[src/rtl/wl_search_ctrl.sv]
// rtl/wl_search_ctrl.sv - binary-search sequencer for the smallest word length whose error stays in budget
module wl_search_ctrl #(
    parameter int WL_MIN     = 4,
    parameter int WL_MAX     = 28,
    parameter int WL_W       = 5,
    parameter int SETTLE_CYC = 4,
    parameter int TIMEOUT    = 140000
) (
    input  logic            clk,
    input  logic            rstn,
    input  logic            go_i,
    input  logic [63:0]     err_budget_i,
    output logic [WL_W-1:0] wl_cfg_o,
    output logic            coll_start_o,
    input  logic [63:0]     coll_data_i,
    input  logic            coll_valid_i,
    output logic            busy_o,
    output logic            done_o,
    output logic            found_o,
    output logic            timeout_err_o,
    output logic [WL_W-1:0] best_wl_o,
    output logic [63:0]     best_err_o,
    output logic [7:0]      eval_cnt_o
);
    localparam logic [2:0] S_IDLE   = 3'd0;
    localparam logic [2:0] S_APPLY  = 3'd1;
    localparam logic [2:0] S_START  = 3'd2;
    localparam logic [2:0] S_WAIT   = 3'd3;
    localparam logic [2:0] S_DECIDE = 3'd4;
    localparam logic [2:0] S_DONE   = 3'd5;

    // One spare bit on lo/hi/cand keeps cand+1 and lo+hi from wrapping.
    localparam int CW = WL_W + 1;
    localparam int SW = (SETTLE_CYC > 1) ? $clog2(SETTLE_CYC) : 1;
    localparam int TW = (TIMEOUT > 1) ? $clog2(TIMEOUT) : 1;
    localparam logic [CW-1:0] MIN_C       = CW'(WL_MIN);
    localparam logic [CW-1:0] MAX_C       = CW'(WL_MAX);
    localparam logic [SW-1:0] SETTLE_LAST = SW'(SETTLE_CYC - 1);
    localparam logic [TW-1:0] TMO_LAST    = TW'(TIMEOUT - 1);

    logic [2:0]      state_q, state_d;
    logic [CW-1:0]   lo_q, lo_d, hi_q, hi_d, cand_q, cand_d;
    logic            first_q, first_d;
    logic [63:0]     budget_q, budget_d, res_q, res_d;
    logic [SW-1:0]   settle_q, settle_d;
    logic [TW-1:0]   timer_q, timer_d;
    logic [WL_W-1:0] wl_cfg_q, wl_cfg_d, best_wl_q, best_wl_d;
    logic            found_q, found_d, tmo_q, tmo_d;
    logic [63:0]     best_err_q, best_err_d;
    logic [7:0]      eval_cnt_q, eval_cnt_d;

    logic            pass;
    logic [CW-1:0]   lo_n, hi_n, mid;

    always_comb begin
        state_d    = state_q;
        lo_d       = lo_q;
        hi_d       = hi_q;
        cand_d     = cand_q;
        first_d    = first_q;
        budget_d   = budget_q;
        res_d      = res_q;
        settle_d   = settle_q;
        timer_d    = timer_q;
        wl_cfg_d   = wl_cfg_q;
        best_wl_d  = best_wl_q;
        found_d    = found_q;
        tmo_d      = tmo_q;
        best_err_d = best_err_q;
        eval_cnt_d = eval_cnt_q;

        // Narrowed interval after the current result; only consumed in DECIDE.
        pass = (res_q <= budget_q);
        lo_n = lo_q;
        hi_n = hi_q;
        if (first_q) begin
            hi_n = MAX_C;
        end else if (pass) begin
            hi_n = cand_q;
        end else begin
            lo_n = cand_q + 1'b1;
        end
        mid = (lo_n + hi_n) >> 1;

        case (state_q)
            S_IDLE: begin
                if (go_i) begin
                    budget_d   = err_budget_i;
                    lo_d       = MIN_C;
                    hi_d       = MAX_C;
                    cand_d     = MAX_C;
                    first_d    = 1'b1;
                    found_d    = 1'b0;
                    tmo_d      = 1'b0;
                    best_wl_d  = '0;
                    best_err_d = '0;
                    eval_cnt_d = '0;
                    wl_cfg_d   = MAX_C[WL_W-1:0];
                    settle_d   = '0;
                    state_d    = S_APPLY;
                end
            end
            S_APPLY: begin
                if (settle_q == SETTLE_LAST) begin
                    state_d = S_START;
                end else begin
                    settle_d = settle_q + 1'b1;
                end
            end
            S_START: begin
                if (eval_cnt_q != 8'hFF) begin
                    eval_cnt_d = eval_cnt_q + 8'd1;
                end
                timer_d = '0;
                state_d = S_WAIT;
            end
            S_WAIT: begin
                if (coll_valid_i) begin
                    res_d   = coll_data_i;
                    state_d = S_DECIDE;
                end else if (timer_q == TMO_LAST) begin
                    tmo_d   = 1'b1;
                    found_d = 1'b0;
                    state_d = S_DONE;
                end else begin
                    timer_d = timer_q + 1'b1;
                end
            end
            S_DECIDE: begin
                if (first_q && !pass) begin
                    found_d = 1'b0;
                    state_d = S_DONE;
                end else begin
                    first_d = 1'b0;
                    lo_d    = lo_n;
                    hi_d    = hi_n;
                    if (pass) begin
                        best_wl_d  = cand_q[WL_W-1:0];
                        best_err_d = res_q;
                    end
                    if (lo_n < hi_n) begin
                        cand_d   = mid;
                        wl_cfg_d = mid[WL_W-1:0];
                        settle_d = '0;
                        state_d  = S_APPLY;
                    end else begin
                        found_d = 1'b1;
                        state_d = S_DONE;
                    end
                end
            end
            S_DONE: begin
                state_d = S_IDLE;
            end
            default: begin
                state_d = S_IDLE;
            end
        endcase
    end

    always_ff @(posedge clk) begin
        if (!rstn) begin
            state_q    <= S_IDLE;
            lo_q       <= '0;
            hi_q       <= '0;
            cand_q     <= '0;
            first_q    <= 1'b0;
            budget_q   <= '0;
            res_q      <= '0;
            settle_q   <= '0;
            timer_q    <= '0;
            wl_cfg_q   <= MAX_C[WL_W-1:0];
            best_wl_q  <= '0;
            found_q    <= 1'b0;
            tmo_q      <= 1'b0;
            best_err_q <= '0;
            eval_cnt_q <= '0;
        end else begin
            state_q    <= state_d;
            lo_q       <= lo_d;
            hi_q       <= hi_d;
            cand_q     <= cand_d;
            first_q    <= first_d;
            budget_q   <= budget_d;
            res_q      <= res_d;
            settle_q   <= settle_d;
            timer_q    <= timer_d;
            wl_cfg_q   <= wl_cfg_d;
            best_wl_q  <= best_wl_d;
            found_q    <= found_d;
            tmo_q      <= tmo_d;
            best_err_q <= best_err_d;
            eval_cnt_q <= eval_cnt_d;
        end
    end

    assign wl_cfg_o      = wl_cfg_q;
    assign coll_start_o  = (state_q == S_START);
    assign done_o        = (state_q == S_DONE);
    assign busy_o        = (state_q != S_IDLE);
    assign found_o       = found_q;
    assign timeout_err_o = tmo_q;
    assign best_wl_o     = best_wl_q;
    assign best_err_o    = best_err_q;
    assign eval_cnt_o    = eval_cnt_q;

endmodule

[config.mk]
export PLATFORM = sky130hd
export DESIGN_NAME = wl_search_ctrl
export DESIGN_NICKNAME = d
export VERILOG_FILES = /design/src/rtl/wl_search_ctrl.sv
export SDC_FILE = /design/constraint.sdc
export NUM_CORES = 1
export LEC_CHECK = 0
export BUFFER_PORTS_ARGS = -buffer_cell sky130_fd_sc_hd__buf_2
export CAP_MARGIN = 20
export CORE_UTILIZATION = 40
export CTS_CLUSTER_DIAMETER = 150
export DETAILED_ROUTE_END_ITERATION = 10
export HOLD_SLACK_MARGIN = 0.02
export PLACE_DENSITY = 0.73
export SLEW_MARGIN = 10
export SYNTH_ARGS = -nofsm -noshare
export SYNTH_HDL_FRONTEND = slang
export SYNTH_SLANG_ARGS = --single-unit
[constraint.sdc]
create_clock -name clk -period 4.3 [get_ports clk]
set_input_delay 1.29 -clock clk [delete_from_list [all_inputs] [get_ports clk]]
set_output_delay 1.29 -clock clk [all_outputs]
set_load 0.1 [all_outputs]
[Yosys cells after proc, flatten, opt, wreduce, memory -nomap -nowiden]
Index checks and enable logic that the tools add are counted.
Cells by class
  $add $sub $neg: 5
  magnitude comparators: 2
  equal/unequal tests: 20
  muxes and demuxes: 55
  reduce and logical (&&, ||, !) cells: 21
Operator list (count)
  $mux 64: 3
  $pmux 64 s2: 1
  $le 64x64->1: 1
  $mux 6: 10
  $mux 18: 2
  $pmux 18 s2: 1
  $pmux 6 s2: 3
  $mux 5: 6
  $pmux 5 s2: 2
  $add 18x1->18 const B: 1
  $eq 18x18->1 const B: 1
  $mux 3: 6
  $ne 2x2->1 const B: 9
  $mux 8: 2
  $pmux 8 s2: 1
  $pmux 3 s5: 1
  $reduce_and 3->1: 4
  $reduce_and 4->1: 3
  $reduce_and 5->1: 2
  $mux 1: 9
  $reduce_bool 3->1: 3
  $add 8x1->8 const B: 1
  $mux 2: 4
  $ne 8x8->1 const B: 1
  18 further kinds: 26
Storage, ports and cells
  bits in registers: 254
  input port bits: 132
  output and inout port bits: 87

[Longest topological paths before layout]
  word-level depth: 7
  gate-level depth with buffers: 19

[Least setup slack after synthesis]
Ideal clock, no wire load.
  kind: reg-to-reg
  start: reg budget_q[14]
  end: reg wl_cfg_q[4], in the netlist wl_cfg_o[4]
  setup time: 133 ps
  arrival: 4018 ps
  slack: 149 ps
  stages on the path, launching flop included: 18
  clock period less this slack: 4151 ps
  cell sequence: dfxtp_1 inv_1 ha_1 nand4_1 nor4_1 a21bo_2 a41o_1 and4_4 nor3_4 mux2i_1 inv_2 ha_1 a21o_1 a221oi_1 o21ai_2 or3_4 nor3_2 o31ai_2
Between the ends
  word-level cells in the longest chain between the ends: 7
  elaborated cells on any way between the ends: 15
  classes of those cells: add/sub (1); order compare (2); eq/ne (2); mux (7); reduce/logical (3)
Ends and longest elaborated chain
  from (decl): RTL line 44  | logic [63:0] budget_q, budget_d, res_q, res_d;
  from (signal assigned): RTL line 184  | budget_q <= budget_d;
  $le 64x64->1 (*): RTL line 73  | pass = (res_q <= budget_q);
  $mux 6: RTL line 78  | end else if (pass) begin
  $mux 6: RTL line 76  | if (first_q) begin
  $add 6x6->6: RTL line 83  | mid = (lo_n + hi_n) >> 1;
  $mux 5: RTL line 141  | if (lo_n < hi_n) begin
  $mux 5: RTL line 130  | if (first_q && !pass) begin
  $pmux 5 s2: RTL line 85  | case (state_q)
  to (signal assigned): RTL line 172  | wl_cfg_q <= MAX_C[WL_W-1:0];
  to (signal assigned): RTL line 188  | wl_cfg_q <= wl_cfg_d;
  to (decl): RTL line 47  | logic [WL_W-1:0] wl_cfg_q, wl_cfg_d, best_wl_q, best_wl_d;
Mark *: on every way between the ends. The rest lies on a longest branch, timed or not. The select of a mux whose other input is x is not followed.
A chain may end at the register's enable or synchronous reset.

[Final worst setup path]
  start: reg budget_q[57]
  end: reg cand_q[3]
Between the ends
  word-level cells in the longest chain between the ends: 7
  elaborated cells on any way between the ends: 15
  classes of those cells: add/sub (1); order compare (2); eq/ne (2); mux (7); reduce/logical (3)
Ends and longest elaborated chain
  $le 64x64->1 (*): RTL line 73
  $mux 6: RTL line 78
  $mux 6: RTL line 76
  $add 6x6->6: RTL line 83
  $mux 6: RTL line 141
  $mux 6: RTL line 130
  $pmux 6 s2: RTL line 85
  to (signal assigned): RTL line 182  | cand_q <= cand_d;
  to (decl): RTL line 42  | logic [CW-1:0] lo_q, lo_d, hi_q, hi_d, cand_q, cand_d;
Marks and branches as above.

==> insert_results.sql <==
INSERT INTO impl_metrics (metric_group, metric, value, unit) VALUES
('cells_and_area', 'area_growth', '25.1', '%'),
('worst_hold_path', 'worst_hold_path.num_cells', '2', ''),
('timing', 'worst_clock_skew', '0.0197', 'ns'),
('power_and_ir_drop', 'p_int', '4490', 'uW'),
('power_and_ir_drop', 'vdd_drop_max', '310', 'uV'),
('clock_tree', 'cts.reportedPaths.clkPinSlew', '0.06', 'ns'),
('timing', 'setup_slack', '-0.0338', 'ns'),
('power_and_ir_drop', 'power.share.clock', '37.3', '%'),
('setup_path', 'timing.critical_path.fanout_max', '8', ''),
('power_and_ir_drop', 'p_total', '6430', 'uW'),
('synthesis', 'synth.ff_latch_count', '251', ''),
('floorplan', 'dieArea', '0.0312', 'mm2'),
('clock_tree', 'max-clock-path-buffers', '3', ''),
('synthesis', 'synth_enable_flop_cells', '0', ''),
('routing', 'firstDrtPassIters', '5', ''),
('routing', 'detail_route.vias_per_cell', '5.18', ''),
('synthesis', 'async_reset_ff_share', '0', '%'),
('setup_path', 'cp_data_required_time', '4.73', 'ns'),
('placement', 'detailedPlace.worstSlack', '-0.207', 'ns'),
('setup_path', 'critical_path_arrival', '4.77', 'ns'),
('timing', 'finalWorstPathRequiredPeriod', '4.33', 'ns'),
('routing', 'avgRoutedWirePerCell', '16.1', 'um'),
('floorplan', 'fp.dieH', '177', 'um'),
('setup_path', 'r2r-start', 'budget_q[57]$_SDFFE_PN0P_', ''),
('setup_path', 'timing.critical_path.slowest_cell_delay', '0.39', 'ns'),
('synthesis', 'yosys_warnings', '0', ''),
('status', 'failed_checks', 'negative setup slack', ''),
('placement', 'gp_congestion', '0.861', ''),
('routing', 'drtAntennaViolNets', '0', ''),
('synthesis', 'synth.net_count', '1678', ''),
('setup_path', 'worst_path_bufs_invs', '3', ''),
('global_routing', 'grt_max_degree', '96', ''),
('routing', 'detailedRoute.firstIterationViolations', '701', ''),
('global_routing', 'antenna_found_initial', '10', ''),
('global_routing', 'first_global_vias', '10370', ''),
('routing', 'remaining_design_rule_violation_count', '0', ''),
('setup_path', 'timing.reg2reg.worst_path_depth', '18', ''),
('flow_run', 'cap_violations', '0', ''),
('timing', 'final_hold_viol_count', '0', ''),
('global_routing', 'grt_overflow', '0', ''),
('timing', 'period_share', '101', '%'),
('global_routing', 'track_usage', '21.1', '%'),
('timing', 'clock.fmax', '231', 'MHz'),
('cells_and_area', 'final_core_utilization', '51.2', '%'),
('setup_path', 'crit_family', 'simple AND/OR/NAND/NOR gates', ''),
('power_and_ir_drop', 'p_leak', '0.00608', 'uW'),
('worst_hold_path', 'holdPathEnd', 'best_err_o[4]$_SDFFE_PN0P_', ''),
('clock_tree', 'tritoncts_clock_tree', 'yes', ''),
('synthesis', 'synth_cells', '1468', ''),
('floorplan', 'top_level_ports', '219', ''),
('status', 'run_status', 'complete, but fails checks', ''),
('clock_tree', 'clockRootBuffer', 'sky130_fd_sc_hd__clkbuf_16', ''),
('setup_path', 'timing.critical_path.cells', 'inv_1 -> ha_4 -> nand4_1 -> nor4_4 -> nand3_2 -> a31o_2 -> and4_4 -> nor2_4 -> nor2b_1 -> a211o_1 -> ha_4 -> buf_4 -> nor4_4 -> o2111ai_2 -> o21ai_2 -> buf_4 -> a21oi_4 -> o221a_2', ''),
('placement', 'portBuffers', '218', ''),
('cells_and_area', 'most-common-layout-cells', 'sky130_fd_sc_hd__nand2_1, sky130_fd_sc_hd__dfxtp_1, sky130_fd_sc_hd__buf_2', ''),
('power_and_ir_drop', 'netSwitchingFraction', '30.3', '%'),
('power_and_ir_drop', 'comb_power_share', '23.4', '%'),
('synthesis', 'synth_area_per_cell', '8.30', 'um2'),
('timing', 'worst_pin_slew', '0.796', 'ns'),
('floorplan', 'floorplan.initialDensity', '40.9', '%'),
('clock_tree', 'numCtsBuffers', '28', ''),
('power_and_ir_drop', 'p_seq_share', '39.3', '%'),
('clock_tree', 'clock_latency', '0.55', 'ns'),
('cells_and_area', 'mostFrequentLayoutCell', 'sky130_fd_sc_hd__nand2_1', ''),
('timing', 'finalMaxSlewViolations', '0', ''),
('cells_and_area', 'final.fill_count', '2807', ''),
('synthesis', 'synth_flop_cell', 'sky130_fd_sc_hd__dfxtp_1', ''),
('placement', 'dpl.hpwl', '23800', 'um'),
('floorplan', 'row_count', '63', ''),
('timing', 'setup_viol', '2', ''),
('setup_path', 'critical_path_class', 'flop to flop', '');
## layout make-up
cell class	count	area [um2]	share of cell area, %
Clock inverter	7	121	0.796
Timing Repair Buffer	280	1620	10.7
Tap cell	390	488	3.20
Sequential cell	251	5040	33.1
Multi-Input combinational cell	1051	6860	45.0
Clock buffer	41	790	5.18
Inverter	81	309	2.03
Antenna cell	4	10.0	0.0657
## metrics by stage
stage | instances | TNS, ns | hold slack [ns]
floorplan | 1468 | 0 | 0.429
global placement | 2039 | -0.0647 | 0.437
detailed placement | 2040 | -1.07 | 0.444
CTS | 2088 | -0.00986 | 0.451
global route | 2102 | -1.57 | 0.469
finish | 2105 | -0.0357 | 0.444
## synth_stat cells (all sizes together), types with 5 or more instances
library cell	count	area, um2
nand4	23	156
dfxtp	251	5020
xor2	17	149
a21o	5	37.5
nor2b	8	50.1
a21oi	43	230
ha	77	963
inv	80	300
o21ai	40	204
nand3	87	485
mux2i	8	80.1
nor2	46	190
and2	15	93.8
nor4	6	58.8
a31oi	5	46.3
nand2b	7	43.8
and3	7	43.8
or3	10	67.6
buf	22	154
nor3	10	66.3
a21boi	201	1540
clkbuf	63	236
nand2	380	1430
## per-layer routing
layer  global-route usage [%]  vias up  part of all wire (%)
li1                         -     5410                     -
met1                     28.0     5146                    45
met2                     34.5      267                    46
met3                     4.29       64                   6.1
met4                     6.11       12                   2.4
met5                        0        -                  0.24
## what timing repair did
item                                    in CTS  in global routing
pin swaps                                    3                 39
setup buffers                                0                 12
endpoints found under the setup margin      11                 12
resized for setup                            7                 64
endpoints found under the hold margin        0                  0
## registers in the layout, summed over array words and instances (netlist names), 6 cells and up
signal / count
best_err_o: 64
budget_q: 64
res_q: 64
timer_q: 18
eval_cnt_o: 8
hi_q: 6
lo_q: 6
## worst register-to-register path, cell delays in order, from the launching register on
cell                        delay [ns]
sky130_fd_sc_hd__dfxtp_2          0.32
sky130_fd_sc_hd__inv_1            0.06
sky130_fd_sc_hd__ha_4             0.26
sky130_fd_sc_hd__nand4_1          0.26
sky130_fd_sc_hd__nor4_4           0.40
sky130_fd_sc_hd__nand3_2          0.12
sky130_fd_sc_hd__a31o_2           0.25
sky130_fd_sc_hd__and4_4           0.22
sky130_fd_sc_hd__nor2_4           0.24
sky130_fd_sc_hd__nor2b_1          0.08
sky130_fd_sc_hd__a211o_1          0.28
sky130_fd_sc_hd__ha_4             0.26
sky130_fd_sc_hd__buf_4            0.14
sky130_fd_sc_hd__nor4_4           0.32
sky130_fd_sc_hd__o2111ai_2        0.17
sky130_fd_sc_hd__o21ai_2          0.28
sky130_fd_sc_hd__buf_4            0.17
sky130_fd_sc_hd__a21oi_4          0.09
sky130_fd_sc_hd__o221a_2          0.31
## how the worst max path moves through the flow
stage	slack (ns)	startpoint	depth (start not counted)	end
finish	-0.03	budget_q[57]$_SDFFE_PN0P_	18	cand_q[3]$_SDFFE_PN0P_
global route	-0.21	budget_q[57]$_SDFFE_PN0P_	18	cand_q[3]$_SDFFE_PN0P_
CTS	-0.01	budget_q[14]$_SDFFE_PN0P_	18	cand_q[3]$_SDFFE_PN0P_
detailed placement	-0.21	budget_q[27]$_SDFFE_PN0P_	19	wl_cfg_o[4]$_SDFFE_PN1P_
global placement	-0.05	budget_q[30]$_SDFFE_PN0P_	19	wl_cfg_o[4]$_SDFFE_PN1P_
floorplan	0.15	budget_q[14]$_SDFFE_PN0P_	17	wl_cfg_o[4]$_SDFFE_PN1P_
## power by group through the flow
stage          clock (uW)  sequential (uW)  combinational (uW)
3_5_place_dp            0             2570                1310
4_1_cts              2460             2520                1340
3_3_place_gp            0             2570                1290
5_1_grt              2540             2540                1650
6_report             2400             2530                1510
2_1_floorplan           0             2550                 894
## cells by family after synthesis
kind of cell             synth area share, %
buffers and inverters                   5.74
AND/OR/NAND/NOR                         23.0
adder cells (fa/ha/maj)                 8.07
multiplexers                           0.780
XOR/XNOR                                1.51
AO/OA/AOI/OAI                           19.6
flip-flops                              41.2
(Power assumes the default switching activity.)
